==> config.mk <==
export PLATFORM = sky130hd
export DESIGN_NAME = noc_input_buffer_flat
export DESIGN_NICKNAME = d
export VERILOG_FILES = /design/src/rtl/noc_input_buffer.sv /design/src/rtl/noc_input_buffer_if.sv /design/src/flat_wrapper.sv
export SDC_FILE = /design/constraint.sdc
export NUM_CORES = 1
export LEC_CHECK = 0
export CORE_MARGIN = 5
export CORE_UTILIZATION = 61
export DETAILED_ROUTE_END_ITERATION = 7
export GPL_TIMING_DRIVEN = 0
export PLACE_DENSITY = 0.85
export SYNTH_ARGS = -nofsm -noshare
export SYNTH_HDL_FRONTEND = slang
export SYNTH_SLANG_ARGS = --single-unit
export TNS_END_PERCENT = 10
==> constraint.sdc <==
create_clock -name clk -period 5 [get_ports clk]
set_input_delay 1.5 -clock clk [delete_from_list [all_inputs] [get_ports clk]]
set_output_delay 1.5 -clock clk [all_outputs]
set_load 0.01 [all_outputs]
==> src/rtl/noc_input_buffer.sv <==
// Per-port router input buffer: one circular FIFO per VC, packet state tracking and credit return.
// Optional sticky error flags (err_o) are enabled by defining NOC_INPUT_BUFFER_ERR_EN.
package params_noc;
  localparam int vc_Num  = 2;
  localparam int VC_Size = 1;

  typedef enum logic [1:0] {
    HEAD     = 2'd0,
    BODY     = 2'd1,
    TAIL     = 2'd2,
    HEADTAIL = 2'd3
  } flit_label_t;

  typedef struct packed {
    flit_label_t flit_DataLabel;
    logic [2:0]  x_Dest;
    logic [2:0]  y_Dest;
    logic [15:0] data;
  } flit_Data_noVC;

  typedef struct packed {
    logic [VC_Size-1:0] vc_Id;
    flit_label_t        flit_DataLabel;
    logic [2:0]         x_Dest;
    logic [2:0]         y_Dest;
    logic [15:0]        data;
  } flit_Data_withvc;
endpackage

module noc_input_buffer
  import params_noc::*;
#(
  parameter int BUFFER_DEPTH = 4,
  parameter int VC_NUM       = vc_Num
) (
  input  logic              clk,
  input  logic              rst,
  noc_input_buffer_if.slave bus
`ifdef NOC_INPUT_BUFFER_ERR_EN
  ,
  output logic [2:0]        err_o
`endif
);
  localparam int PTR_W = $clog2(BUFFER_DEPTH);
  localparam int CNT_W = PTR_W + 1;

  typedef enum logic {IDLE = 1'b0, ACTIVE = 1'b1} vc_state_t;

  function automatic vc_state_t next_state(input vc_state_t st, input flit_label_t lab);
    vc_state_t nxt;
    nxt = st;
    case ({st, lab})
      {IDLE,   HEAD}: nxt = ACTIVE;
      {ACTIVE, TAIL}: nxt = IDLE;
      default:        nxt = st;
    endcase
    return nxt;
  endfunction

  flit_Data_noVC     r_mem    [VC_NUM][BUFFER_DEPTH];
  logic [PTR_W-1:0]  r_rd_ptr [VC_NUM];
  logic [PTR_W-1:0]  r_wr_ptr [VC_NUM];
  logic [CNT_W-1:0]  r_count  [VC_NUM];
  vc_state_t         r_state  [VC_NUM];
  logic [VC_NUM-1:0] r_credit;

  flit_Data_withvc   w_in;
  flit_Data_noVC     w_store;
  flit_Data_noVC     w_front  [VC_NUM];
  logic [VC_NUM-1:0] w_valid;
  logic [VC_NUM-1:0] w_full;
  logic [VC_NUM-1:0] w_rd_en;
  logic [VC_NUM-1:0] w_wr_en;

  assign w_in    = bus.data_i;
  assign w_store = {w_in.flit_DataLabel, w_in.x_Dest, w_in.y_Dest, w_in.data};

  // Occupancy flags, front flits and write/read qualification per VC.
  always_comb begin
    w_valid = {VC_NUM{1'b0}};
    w_full  = {VC_NUM{1'b0}};
    w_rd_en = {VC_NUM{1'b0}};
    w_wr_en = {VC_NUM{1'b0}};
    for (int v = 0; v < VC_NUM; v++) begin
      w_front[v] = r_mem[v][r_rd_ptr[v]];
      w_valid[v] = (r_count[v] != {CNT_W{1'b0}});
      w_full[v]  = (r_count[v] == CNT_W'(BUFFER_DEPTH));
      w_rd_en[v] = bus.read_i && (bus.read_vc_i == VC_Size'(v)) && w_valid[v];
      // A full VC still takes the write when its head is leaving in the same cycle.
      w_wr_en[v] = bus.valid_i && (w_in.vc_Id == VC_Size'(v)) && (!w_full[v] || w_rd_en[v]);
    end
  end

  // Output decode; data_o is forced to zero on an empty VC so stale storage never leaks.
  always_comb begin
    bus.data_o      = {VC_NUM{24'h0}};
    bus.valid_o     = w_valid;
    bus.full_o      = w_full;
    bus.credit_o    = r_credit;
    bus.head_o      = {VC_NUM{1'b0}};
    bus.vc_active_o = {VC_NUM{1'b0}};
    for (int v = 0; v < VC_NUM; v++) begin
      bus.data_o[v]      = w_valid[v] ? w_front[v] : 24'h0;
      bus.vc_active_o[v] = (r_state[v] == ACTIVE);
      bus.head_o[v]      = w_valid[v] && (r_state[v] == IDLE) &&
                           ((w_front[v].flit_DataLabel == HEAD) ||
                            (w_front[v].flit_DataLabel == HEADTAIL));
    end
  end

  // Flit storage; contents need no reset because count gates visibility.
  always_ff @(posedge clk) begin
    for (int v = 0; v < VC_NUM; v++) begin
      if (w_wr_en[v]) begin
        r_mem[v][r_wr_ptr[v]] <= w_store;
      end
    end
  end

  // Pointers, occupancy, packet state and the registered credit pulse.
  always_ff @(posedge clk or posedge rst) begin
    if (rst) begin
      r_credit <= {VC_NUM{1'b0}};
      for (int v = 0; v < VC_NUM; v++) begin
        r_rd_ptr[v] <= {PTR_W{1'b0}};
        r_wr_ptr[v] <= {PTR_W{1'b0}};
        r_count[v]  <= {CNT_W{1'b0}};
        r_state[v]  <= IDLE;
      end
    end else begin
      r_credit <= w_rd_en;
      for (int v = 0; v < VC_NUM; v++) begin
        if (w_wr_en[v]) begin
          r_wr_ptr[v] <= r_wr_ptr[v] + PTR_W'(1);
        end
        if (w_rd_en[v]) begin
          r_rd_ptr[v] <= r_rd_ptr[v] + PTR_W'(1);
          r_state[v]  <= next_state(r_state[v], w_front[v].flit_DataLabel);
        end
        case ({w_wr_en[v], w_rd_en[v]})
          2'b10:   r_count[v] <= r_count[v] + CNT_W'(1);
          2'b01:   r_count[v] <= r_count[v] - CNT_W'(1);
          default: r_count[v] <= r_count[v];
        endcase
      end
    end
  end

`ifdef NOC_INPUT_BUFFER_ERR_EN
  function automatic logic is_violation(input vc_state_t st, input flit_label_t lab);
    logic bad;
    case (st)
      IDLE:    bad = (lab == BODY) || (lab == TAIL);
      ACTIVE:  bad = (lab == HEAD) || (lab == HEADTAIL);
      default: bad = 1'b0;
    endcase
    return bad;
  endfunction

  logic [2:0] r_err;
  logic [2:0] w_err_evt;

  // Overflow, underflow and protocol-violation events of the current cycle.
  always_comb begin
    w_err_evt    = 3'b000;
    w_err_evt[0] = bus.valid_i && w_full[w_in.vc_Id] && !w_rd_en[w_in.vc_Id];
    w_err_evt[1] = bus.read_i && !w_valid[bus.read_vc_i];
    for (int v = 0; v < VC_NUM; v++) begin
      if (w_rd_en[v] && is_violation(r_state[v], w_front[v].flit_DataLabel)) begin
        w_err_evt[2] = 1'b1;
      end else begin
        w_err_evt[2] = w_err_evt[2];
      end
    end
  end

  // Sticky error flags, cleared only by reset.
  always_ff @(posedge clk or posedge rst) begin
    if (rst) begin
      r_err <= 3'b000;
    end else begin
      r_err <= r_err | w_err_evt;
    end
  end

  assign err_o = r_err;
`endif
endmodule
==> src/rtl/noc_input_buffer_if.sv <==
// Link-side bundle of the router input buffer: VC-tagged flits in, per-VC front flits and credits out.
interface noc_input_buffer_if #(
  parameter int VC_NUM  = 2,
  parameter int VC_SIZE = 1
);
  logic [VC_SIZE+23:0]     data_i;
  logic                    valid_i;
  logic                    read_i;
  logic [VC_SIZE-1:0]      read_vc_i;
  logic [VC_NUM-1:0][23:0] data_o;
  logic [VC_NUM-1:0]       valid_o;
  logic [VC_NUM-1:0]       head_o;
  logic [VC_NUM-1:0]       vc_active_o;
  logic [VC_NUM-1:0]       credit_o;
  logic [VC_NUM-1:0]       full_o;

  modport master (
    output data_i, valid_i, read_i, read_vc_i,
    input  data_o, valid_o, head_o, vc_active_o, credit_o, full_o
  );

  modport slave (
    input  data_i, valid_i, read_i, read_vc_i,
    output data_o, valid_o, head_o, vc_active_o, credit_o, full_o
  );
endinterface

==> src/flat_wrapper.sv <==
// flat-port wrapper written by rule: the top's interface ports become plain ports
module noc_input_buffer_flat import params_noc::*;
#(
  parameter int BUFFER_DEPTH = 4,
  parameter int VC_NUM       = vc_Num
)
  (clk, rst, bus_data_i, bus_valid_i, bus_read_i, bus_read_vc_i, bus_data_o, bus_valid_o, bus_head_o, bus_vc_active_o, bus_credit_o, bus_full_o);
  noc_input_buffer_if #(.VC_NUM(VC_NUM)) bus_i ();
  input  logic clk;
  input  logic rst;
  input wire logic [$bits(bus_i.data_i)-1:0] bus_data_i;
  input wire logic [$bits(bus_i.valid_i)-1:0] bus_valid_i;
  input wire logic [$bits(bus_i.read_i)-1:0] bus_read_i;
  input wire logic [$bits(bus_i.read_vc_i)-1:0] bus_read_vc_i;
  output wire logic [$bits(bus_i.data_o)-1:0] bus_data_o;
  output wire logic [$bits(bus_i.valid_o)-1:0] bus_valid_o;
  output wire logic [$bits(bus_i.head_o)-1:0] bus_head_o;
  output wire logic [$bits(bus_i.vc_active_o)-1:0] bus_vc_active_o;
  output wire logic [$bits(bus_i.credit_o)-1:0] bus_credit_o;
  output wire logic [$bits(bus_i.full_o)-1:0] bus_full_o;
  assign bus_i.data_i = bus_data_i;
  assign bus_i.valid_i = bus_valid_i;
  assign bus_i.read_i = bus_read_i;
  assign bus_i.read_vc_i = bus_read_vc_i;
  assign bus_data_o = bus_i.data_o;
  assign bus_valid_o = bus_i.valid_o;
  assign bus_head_o = bus_i.head_o;
  assign bus_vc_active_o = bus_i.vc_active_o;
  assign bus_credit_o = bus_i.credit_o;
  assign bus_full_o = bus_i.full_o;
  noc_input_buffer #(.BUFFER_DEPTH(BUFFER_DEPTH), .VC_NUM(VC_NUM)) u_core (.clk(clk), .rst(rst), .bus(bus_i));
endmodule
Word-level counts from Yosys, hierarchy flattened. Memories as Yosys holds them, arrays and structs flattened. Cells that the tools add are included.

Output and inout port bits: 58. Bits in registers: 18. Input port bits: 30. RAM bits: 192. Memories: 1. Logic and storage cells: 98.

Memory list: u_core.r_mem (words 2, bits a word 96, rd ports 2, clocked after memory_dff 0, write ports 1, RTL line noc_input_buffer.sv:60) `flit_Data_noVC r_mem [VC_NUM][BUFFER_DEPTH];`.

Equal/unequal tests: 10. $add $sub $neg: 8. Bitwise logic cells: 8. Order comparisons: 6. Muxes and demuxes: 23. Reductions and logical operators: 33.

Operator list (number): $mux 96 (4); $mux 24 (8); $bmux 24 s2 (2); $demux 24 s2 (2); $reduce_or 96->1 (1); $logic_and 1x1->1 (14); $eq 3x3->1 const B (4); $ge 3x3->1 const B (4); $not 2->3 (4); $pmux 3 s2 (2); $add 2x1->2 const B (4); $eq 2x2->1 const B (4); $reduce_bool 2->1 (4); $add 3x1->3 const B (2); $logic_not 3->1 (2); $lt 3x1->1 const B (2); $reduce_bool 3->1 (2); $sub 3x1->3 const B (2); $eq 2x1->1 const B (2); $logic_not 2->1 (2); $logic_or 1x1->1 (4); $not 1->1 (4); $pmux 1 s2 (2); $reduce_and 2->1 (2); other kinds (2) (5).

Longest topological paths before layout. Gate-level depths: netlist of run 1.

Depth after elaboration: 8. Gate-level depth with buffers: 9.

Worst setup path before layout of run 1. Ideal clock, no wire load.

Kind: register to output. Start point: reg u_core.r_rd_ptr[0] (netlist name). End point: out bus_head_o[1]. Cell stages (with the launch flop): 7. Arrival time: 1.753 ns. Path buffers: 2. Path slack: 1.747 ns. Data required time: 3.500 ns. Cell sequence: dfrtp_1 -> buf_6 -> buf_6 -> mux4_2 -> inv_1 -> ha_1 -> nor3_1.

Longest elaborated chain between the ends: 7. Elaborated cells between the ends (all ways): 8.

Ends and longest elaborated chain: from (decl) (RTL line noc_input_buffer.sv:61) `logic [PTR_W-1:0] r_rd_ptr [VC_NUM];`; from (signal, indexed assignment) (RTL line noc_input_buffer.sv:125) `r_rd_ptr[v] <= {PTR_W{1'b0}};`; from (signal, indexed assignment) (RTL line noc_input_buffer.sv:137) `r_rd_ptr[v] <= r_rd_ptr[v] + PTR_W'(1);`; $not 2->3 (not written as such) * (RTL line noc_input_buffer.sv:85) `w_front[v] = r_mem[v][r_rd_ptr[v]];`; $bmux 24 s2 * (RTL line noc_input_buffer.sv:85); $mux 24 (not written as such) * (2 in series) (RTL line noc_input_buffer.sv:85); $eq 2x2->1 / $logic_not 2->1 (equally long branches) (RTL line noc_input_buffer.sv:107, noc_input_buffer.sv:106); $logic_or 1x1->1 * (RTL line noc_input_buffer.sv:106) `((w_front[v].flit_DataLabel == HEAD) ||`; $logic_and 1x1->1 * (RTL line noc_input_buffer.sv:105) `bus.head_o[v] = w_valid[v] && (r_state[v] == IDLE) &&`; to (decl) (RTL line flat_wrapper.sv:17) `output wire logic [$bits(bus_i.head_o)-1:0] bus_head_o;`.

Mark *: on every way between the ends. The rest lies on a longest branch, timed or not. The select of a mux whose other input is x is not followed.

Worst setup path in the final report of run 1.
Start point: reg u_core.r_count[2] (netlist name). End point: out bus_data_o[39].

Longest elaborated chain between the ends: 2.

Ends and longest elaborated chain: from (decl) (RTL line noc_input_buffer.sv:63) `logic [CNT_W-1:0] r_count [VC_NUM];`; from (signal, indexed assignment) (RTL line noc_input_buffer.sv:127) `r_count[v] <= {CNT_W{1'b0}};`; from (signal, indexed assignment) (RTL line noc_input_buffer.sv:141) `2'b10: r_count[v] <= r_count[v] + CNT_W'(1);`; from (signal, indexed assignment) (RTL line noc_input_buffer.sv:142) `2'b01: r_count[v] <= r_count[v] - CNT_W'(1);`; $reduce_bool 3->1 (RTL line noc_input_buffer.sv:86) `w_valid[v] = (r_count[v] != {CNT_W{1'b0}});`; $mux 24 (RTL line noc_input_buffer.sv:103) `bus.data_o[v] = w_valid[v] ? w_front[v] : 24'h0;`; to (decl) (RTL line flat_wrapper.sv:15) `output wire logic [$bits(bus_i.data_o)-1:0] bus_data_o;`.

Every way passes these cells.

==> run summary, run 1 <==
Status - finished, final reports clean
Clk buf depth - 3
Root Driver - clkbuf_16
FP Rows - 42
Vias in the first global route - 4,463
Vias per cell - 5.888
CTS Buf Count - 21
Period minus WS final - 4347 ps
Psw - 0.001792 W
Drt initial violations - 402
Nets@finish - 562
Post-synth EDFFs - 192
Clk slew on worst S/H paths - 60 ps
Setup violators final - 0
Placer Congestion - 0.7368
Clk Latency, worst-skew pair - 490 ps
CP arrival - 2850 ps
Worst R2R Path Depth - 3
First-pass GRT wire length - 26,500 microns
# resized after CTS - 0
Clock share of power - 0.238
Primary FF master, synth - edfxtp_1
Clock Skews - 9.529 ps
Sw Share - 0.2987
Kind of critical path - reg -> out
CTS Hold Buffers Added - 0
WHS Path Cells - 1
Synth cell types - 30
Pwr per Cell Area - 593.1 nW/um^2
CTS H-tree depth - 1
DRT Wirelength - 17,430 microns
Crit path max fanout - 10
Chip Height - 127.2 microns
CP endpoint kind - primary output
Internal power - 0.004206 W
Hold Fails Final Rpt - 0
RSZ-0062 raised after global routing - no
Power share of the combinational group - 0.382
Leak - 3.460 nW
Min-Delay Path Class - reg -> reg
Synth Area per Inst - 20.69 sq um
Synth Register Bits - 210
Routed Antenna Nets - 0
Total of max-cap violations - 0
Fin cells - 704
Layout cells sized above 1 - 0.1705
Clock sink count - 210
Worst Setup Start Kind - flip-flop
Fin. max-slew vios - 0
GR Overflow Total - 0
Setup tns final - 0 ps
GRT Overall Usage - 0.2191
CORE AREA - 13,350 sq um
Largest cells by area after synthesis - edfxtp_1, mux4_2, dfrtp_1, and2_1, ha_1
Largest net degree at the start of global routing - 25
Die area - 16,180 sq um
Via count - 4,145
Cell area after synthesis - 8378 sq um
DRC violations left - 0
Mapped Cells - 405
Reg power frac - 0.380
Mapped Nets - 451
Initial Util - 0.6277
Die width - 127.2 microns
Biggest area consumer among synthesized cells - edfxtp_1
Detailed placement HPWL - 10,270 microns
Max IR drop VDD - 413.8 uV
Yosys top cell area share - 0.6882
F_max - 230.0 MHz
Worst rel slew slack - 0.09847
YS warnings - 0
Req. time, crit path - 3500 ps
Slew at the pin with the worst max-slew slack - 1352 ps
Port bufs - 87
Setup bufs post-CTS - 0
Final Cycle Share - 0.8694
# diodes - 0
CTS tree - done
First-pass DRT Iterations - 5
Placed Instances - 668
Initial antenna violation count - 0
Num ports - 88
Routed wire per std cell - 24.76 microns
Sequential fraction of the synthesis area - 0.7419
Async SR Flop Fraction - 0.08571
Area Overhead vs Synth - 20.71%
## synth_stat cells (4+ instances only)
cell type and instances:
and2_1 30, mux4_2 42, xnor2_1 5, xor2_1 7, inv_1 20, buf_2 6, dfrtp_1 18, buf_6 4
clkbuf_1 4, mux4_1 6, nor2_1 7, nand2_1 4, nor2b_1 22, ha_1 14, edfxtp_1 192
## cells in the final DEF (no fill, tap or decap), types with 4 or more instances in the layout
| cell type | n |
|---|---|
| edfxtp_1 | 192 |
| clkdlybuf4s50_1 | 87 |
| mux4_2 | 42 |
| and2_1 | 26 |
| nor2b_1 | 22 |
| clkbuf_16 | 21 |
| inv_1 | 20 |
| dfrtp_1 | 18 |
| ha_1 | 14 |
| clkbuf_1 | 10 |
| nor2_1 | 7 |
| xor2_1 | 7 |
| buf_2 | 6 |
| mux4_1 | 6 |
| xnor2_1 | 5 |
| nand2_1 | 4 |
| buf_6 | 4 |
| and2_2 | 4 |
| clkinv_1 | 4 |
## stage by stage
step	setup slack (ps)	hold slack, ps	power (W)	instance area [sq um]	utilization
3_5_place_dp	818.2	510.5	0.004592	9469	0.7094
2_1_floorplan	1747	472.8	0.003555	8378	-
6_report	653.1	519.7	0.005998	10110	0.7577
5_1_grt	477.0	533.5	0.006268	10110	0.7577
3_3_place_gp	934.5	488.7	0.004483	9469	0.7094
4_1_cts	627.4	518.3	0.006046	10080	0.7552
## worst max-delay path: stages, from the launching register on
cell and delay (ps):
dfrtp_1 420, nor3_2 680, clkbuf_1 550, nor2b_1 170, clkdlybuf4s50_1 530
## power groups by stage
stage | combinational (W) | sequential, W | clock (W)
floorplan | 0.00128 | 0.00228 | 0
global placement | 0.00220 | 0.00229 | 0
detailed placement | 0.00228 | 0.00231 | 0
CTS | 0.00232 | 0.00228 | 0.00145
global route | 0.00245 | 0.00230 | 0.00152
finish | 0.00229 | 0.00228 | 0.00143
## final timing paths
kind                                                     to  slack (ps)                          start
max                                          bus_data_o[39]         650  u_core.r_count[2]$_DFFE_PP0P_
min                           u_core.r_count[5]$_DFFE_PP0P_         520  u_core.r_count[5]$_DFFE_PP0P_
max reg2reg                  u_core.r_mem[0][107]$_DFFE_PP_        2580  u_core.r_count[2]$_DFFE_PP0P_
min reg2reg                   u_core.r_count[5]$_DFFE_PP0P_         520  u_core.r_count[5]$_DFFE_PP0P_
max in group asynchronous    u_core.r_wr_ptr[3]$_DFFE_PP0P_        3140                            rst
min in group asynchronous  u_core.bus.credit_o[0]$_DFF_PP0_        1420                            rst
## sequential cells by signal, indices dropped and copies added (netlist names)
name,flops
u_core.r_wr_ptr,4
u_core.r_mem,192
u_core.r_count,6
u_core.r_rd_ptr,4
u_core.bus.vc_active_o,2
u_core.bus.credit_o,2
## cells by family after synthesis
logic type / Yosys count / synth area share
compound gates: 8 / 0.007018
xor+xnor: 12 / 0.01254
fa+ha+maj: 16 / 0.02569
buf+inv: 36 / 0.02449
flops: 210 / 0.7419
mux: 51 / 0.1356
simple gates: 72 / 0.05272
## metal layers
layer,global-route usage,vias to the layer above,share of wire
met2,0.3745,140,0.53
met5,0,-,0
li1,-,1799,-
met1,0.3005,2167,0.39
met3,0.02755,39,0.052
met4,0.06814,0,0.027
## area by class of cell
cell class | instances | area (sq um)
Buffer | 16 | 130.1
Multi-Input combinational cell | 159 | 1962
Clock buffer | 27 | 548.0
Tap cell | 176 | 220.2
Clock inverter | 8 | 63.81
Timing Repair Buffer | 88 | 898.4
Sequential cell | 210 | 6216
Fill cell | 742 | 3234
Inverter | 20 | 75.07
Note: power is estimated with default switching activity, not from simulation.
==> run 2, diff against run 1 <==
Settings changed: PLACE_DENSITY 0.85 to 0.88.
==> run summary, run 2 (synthesis results as in run 1) <==
Hold Path Origin - u_core.r_count[5]$_DFFE_PP0P_
Initial Util - 0.6277
Routed wire per std cell - 24.88 microns
Status - finished, final reports clean
Final Cycle Share - 0.8799
Area of the multi-input gates - 1959 sq um
Clock share of power - 0.255
Commonest non-fill, non-tap cell in the layout - edfxtp_1
Worst rel slew slack - 0.08491
Area Overhead vs Synth - 21.19%
Nets@finish - 561
Hold Path Sink - u_core.r_count[5]$_DFFE_PP0P_
Vias in the first global route - 4,477
Die area - 16,180 sq um
Critical R2R Capture - u_core.r_mem[0][84]$_DFFE_PP_
CTS tree - done
CTS Hold Buffers Added - 0
CTS H-tree depth - 1
DRC violations left - 0
Worst R2R Start - u_core.r_count[5]$_DFFE_PP0P_
Detailed placement HPWL - 10,030 microns
CP arrival - 2900 ps
Setup violators final - 0
Port bufs - 87
GR Overflow Total - 0
FP Rows - 42
GRT Overall Usage - 0.2230
Clk buf depth - 3
Hold Fails Final Rpt - 0
F_max - 227.3 MHz
FF/Latch Area - 6216 sq um
Die width - 127.2 microns
Placer Congestion - 0.6971
Max IR drop VDD - 428.1 uV
DRT Wirelength - 17,540 microns
Commonest non-fill, non-tap cells in the layout - edfxtp_1, clkdlybuf4s50_1, mux4_2
Worst reg2reg setup slack - 2580 ps
Period minus WS final - 4400 ps
Kind of critical path - reg -> out
Routed Antenna Nets - 0
Vias per cell - 5.904
Pwr per Cell Area - 602.0 nW/um^2
Psw - 0.001808 W
Req. time, crit path - 3500 ps
Num ports - 88
Final Cell Area - 10,150 sq um
CP endpoint kind - primary output
Worst R2R Path Depth - 3
Min-Delay Path Class - reg -> reg
Drt initial violations - 342
Total of max-cap violations - 0
Clk Latency, worst-skew pair - 480 ps
Root Driver - clkbuf_16
RSZ-0062 raised after global routing - no
Reg power frac - 0.373
Layout cells sized above 1 - 0.1796
Setup tns final - 0 ps
CORE AREA - 13,350 sq um
Fillers - 735
Clock Skews - 7.974 ps
CTS Buf Count - 21
Internal power - 0.004305 W
Via count - 4,162
Max reg flops - 192
Clk slew on worst S/H paths - 60 ps
Leak - 3.487 nW
Placement Cell Area - 9469 sq um
# resized after CTS - 0
Largest net degree at the start of global routing - 25
Clock sink count - 210
# diodes - 0
Power share of the combinational group - 0.372
WHS Path Cells - 1
Sw Share - 0.2958
Initial antenna violation count - 0
First-pass GRT wire length - 26,540 microns
Crit path max fanout - 10
Fin. max-slew vios - 0
Worst Setup Start Kind - flip-flop
First-pass DRT Iterations - 4
Slew at the pin with the worst max-slew slack - 1373 ps
Chip Height - 127.2 microns
Setup bufs post-CTS - 0
[run 2: cell types whose count changed in the layout (fill, tap and decap cells not counted), moves of 2 or more]
cell,change
bufinv_16,+2
and2_1,+2
clkinv_2,+5
clkbuf_1,-5
and2_2,-2
[run 2: power groups by stage]
stage / sequential, W / combinational (W) / clock (W)
global placement: 0.00229 / 0.00219 / 0
detailed placement: 0.00231 / 0.00226 / 0
floorplan: 0.00228 / 0.00128 / 0
CTS: 0.00228 / 0.00231 / 0.00157
finish: 0.00228 / 0.00227 / 0.00156
global route: 0.00230 / 0.00243 / 0.00165
[run 2: worst max path at each step]
stage / from / to / slack, ps
2_1_floorplan: u_core.r_rd_ptr[0]$_DFFE_PP0P_ / bus_head_o[1] / 1750
6_report: u_core.r_rd_ptr[0]$_DFFE_PP0P_ / bus_head_o[1] / 600
3_5_place_dp: bus_read_vc_i / u_core.r_mem[0][10]$_DFFE_PP_ / 900
3_3_place_gp: bus_read_vc_i / u_core.r_mem[0][34]$_DFFE_PP_ / 1030
5_1_grt: u_core.r_rd_ptr[0]$_DFFE_PP0P_ / bus_head_o[1] / 470
4_1_cts: u_core.r_rd_ptr[0]$_DFFE_PP0P_ / bus_head_o[1] / 560
[run 2: critical path, stage by stage (launching register included)]
cell             delay (ps)
dfrtp_1                 360
buf_6                   180
buf_6                   210
mux4_2                  510
inv_1                   110
ha_1                    250
nor3_1                  230
clkdlybuf4s50_1         580
[run 2: cell type report]
class	instances	share of cell area
multi-input cells	159	0.1930
well taps	176	0.02169
clock buffers	22	0.05213
inverters	20	0.007394
plain buffers	16	0.01282
clock inverters	15	0.01503
repair buffers	87	0.08577
flip-flops and latches	210	0.6122
[run 2: metal layers]
metal / global-route usage / share of wire / vias to the layer above
met4: 0.07256 / 0.029 / 0
met1: 0.2849 / 0.37 / 2146
met3: 0.03506 / 0.070 / 32
li1: - / - / 1798
met2: 0.3963 / 0.53 / 186
met5: 0 / 0 / -
[run 2: metrics by stage]
step           hold WS (ps)  utilization  total power, W  instances  worst slack (ps)
2_1_floorplan         472.8            -        0.003555        405              1747
3_3_place_gp          492.9       0.7094        0.004477        668              1025
3_5_place_dp          506.5       0.7094        0.004569        668             900.7
4_1_cts               514.5       0.7605        0.006167        705             564.1
5_1_grt               529.0       0.7607        0.006371        705             466.9
6_report              514.3       0.7607        0.006113        705             600.3
==> run 3, diff against run 2 <==
Settings changed: CTS_CLUSTER_SIZE set to 12.
==> run summary, run 3 (synthesis results as in run 1) <==
Nets@finish - 561
Setup violators final - 0
Pre-CTS WS - 900.7 ps
F_max - 231.4 MHz
Hold Path Origin - u_core.bus.vc_active_o[1]$_DFFE_PP0P_
Hold Fails Final Rpt - 0
Vias in the first global route - 4,401
Placer Congestion - 0.6971
CP dominant cell by count - buf_6
RSZ-0062 raised after global routing - no
Detailed placement HPWL - 10,030 microns
Clock Skews - 12.14 ps
Slew at the pin with the worst max-slew slack - 1400 ps
Worst R2R Start - u_core.r_count[2]$_DFFE_PP0P_
Crit-path cells - buf_6 -> buf_6 -> mux4_2 -> inv_1 -> ha_1 -> nor3_1 -> clkdlybuf4s50_1
Root Driver - clkbuf_16
GRT Overall Usage - 0.2133
Kind of critical path - reg -> out
Clock sink count - 210
Final Cell Area - 10,030 sq um
Largest net degree at the start of global routing - 25
Worst rel slew slack - 0.06664
Crit path max fanout - 10
First-pass DRT Iterations - 5
Min-Delay Path Class - reg -> reg
CTS H-tree depth - 1
CTS tree - done
Routed Antenna Nets - 0
Routed wire per std cell - 24.39 microns
Via count - 4,136
Worst reg2reg setup slack - 2550 ps
Hold Path Sink - u_core.bus.vc_active_o[1]$_DFFE_PP0P_
DRT Wirelength - 17,000 microns
Min Hold Slack - 513.0 ps
CTS Hold Buffers Added - 0
Initial antenna violation count - 0
Chip Height - 127.2 microns
Drt initial violations - 430
Area Overhead vs Synth - 19.68%
Commonest non-fill, non-tap cell in the layout - edfxtp_1
Status - finished, final reports clean
# resized after CTS - 0
CP endpoint kind - primary output
Critical R2R Capture - u_core.r_mem[0][138]$_DFFE_PP_
Worst path top cell family by delay - buffers and inverters
Die width - 127.2 microns
Crit-path max cell delay - 560 ps
Req. time, crit path - 3500 ps
Total of max-cap violations - 0
CORE AREA - 13,350 sq um
Commonest non-fill, non-tap cells in the layout - edfxtp_1, clkdlybuf4s50_1, mux4_2
Port bufs - 87
Leak - 3.417 nW
Placement Cell Area - 9469 sq um
Max IR drop VDD - 407.2 uV
Period minus WS final - 4321 ps
Worst Setup Start Kind - flip-flop
CP max stage cell - clkdlybuf4s50_1
Num ports - 88
Max reg flops - 192
CP arrival - 2820 ps
CTS Buf Count - 21
FP Rows - 42
CP bufs+invs - 4
Clk slew on worst S/H paths - 60 ps
# diodes - 0
Fin. max-slew vios - 0
GR Overflow Total - 0
Final Cycle Share - 0.8641
WHS Path Cells - 1
Layout cells sized above 1 - 0.1593
Overall Power - 0.005885 W
Die area - 16,180 sq um
Setup tns final - 0 ps
Setup WS post-layout - 679.3 ps
Setup bufs post-CTS - 0
Vias per cell - 5.934
Clk Latency, worst-skew pair - 480 ps
Initial Util - 0.6277
Worst R2R Path Depth - 3
Clk buf depth - 3
DRC violations left - 0
Pwr per Cell Area - 586.9 nW/um^2
First-pass GRT wire length - 25,850 microns
## run 3: cell count changes in the layout (fill, tap and decap cells not counted), sizes merged
cell	delta
clkinv	-10
clkbuf	+6
bufinv	-3
clkinvlp	-1
## run 3: report_power, final
group          internal [W]  switching, W
clock              0.000760      0.000578
sequential          0.00217      0.000106
combinational       0.00121       0.00106
total               0.00414       0.00174
## run 3: how the worst max path moves through the flow
stage / from / endpoint / depth (start not counted) / slack (ps)
2_1_floorplan: u_core.r_rd_ptr[0]$_DFFE_PP0P_ / bus_head_o[1] / 6 / 1750
3_3_place_gp: bus_read_vc_i / u_core.r_mem[0][34]$_DFFE_PP_ / 4 / 1030
3_5_place_dp: bus_read_vc_i / u_core.r_mem[0][10]$_DFFE_PP_ / 4 / 900
4_1_cts: u_core.r_rd_ptr[0]$_DFFE_PP0P_ / bus_head_o[1] / 7 / 630
5_1_grt: u_core.r_rd_ptr[0]$_DFFE_PP0P_ / bus_head_o[1] / 7 / 510
6_report: u_core.r_rd_ptr[0]$_DFFE_PP0P_ / bus_head_o[1] / 7 / 680
## run 3: routing by layer
metal  track usage  share of wire  vias to the layer above
li1              -              -                     1796
met1        0.2919           0.39                     2136
met2        0.3758           0.53                      185
met3       0.02629          0.067                       19
met5             0              0                        -
met4       0.04606          0.015                        0
## run 3: layout make-up
cell class / count / area, sq um
Multi-Input combinational cell: 159 / 1959
Fill cell: 756 / 3321
Clock buffer: 28 / 551.8
Tap cell: 176 / 220.2
Timing Repair Buffer: 87 / 870.8
Sequential cell: 210 / 6216
Clock inverter: 1 / 3.754
Inverter: 20 / 75.07
Buffer: 16 / 130.1
## run 3: worst register-to-register path, cell delays in order, from the launching register on
cell and delay (ps):
dfrtp_1 420, nor3b_2 190, a21oi_2 320, and2_1 1130
## run 3: metrics by stage
stage | std cells | util
floorplan | 405 | -
global placement | 668 | 0.7094
detailed placement | 668 | 0.7094
CTS | 697 | 0.7510
global route | 697 | 0.7512
finish | 697 | 0.7512
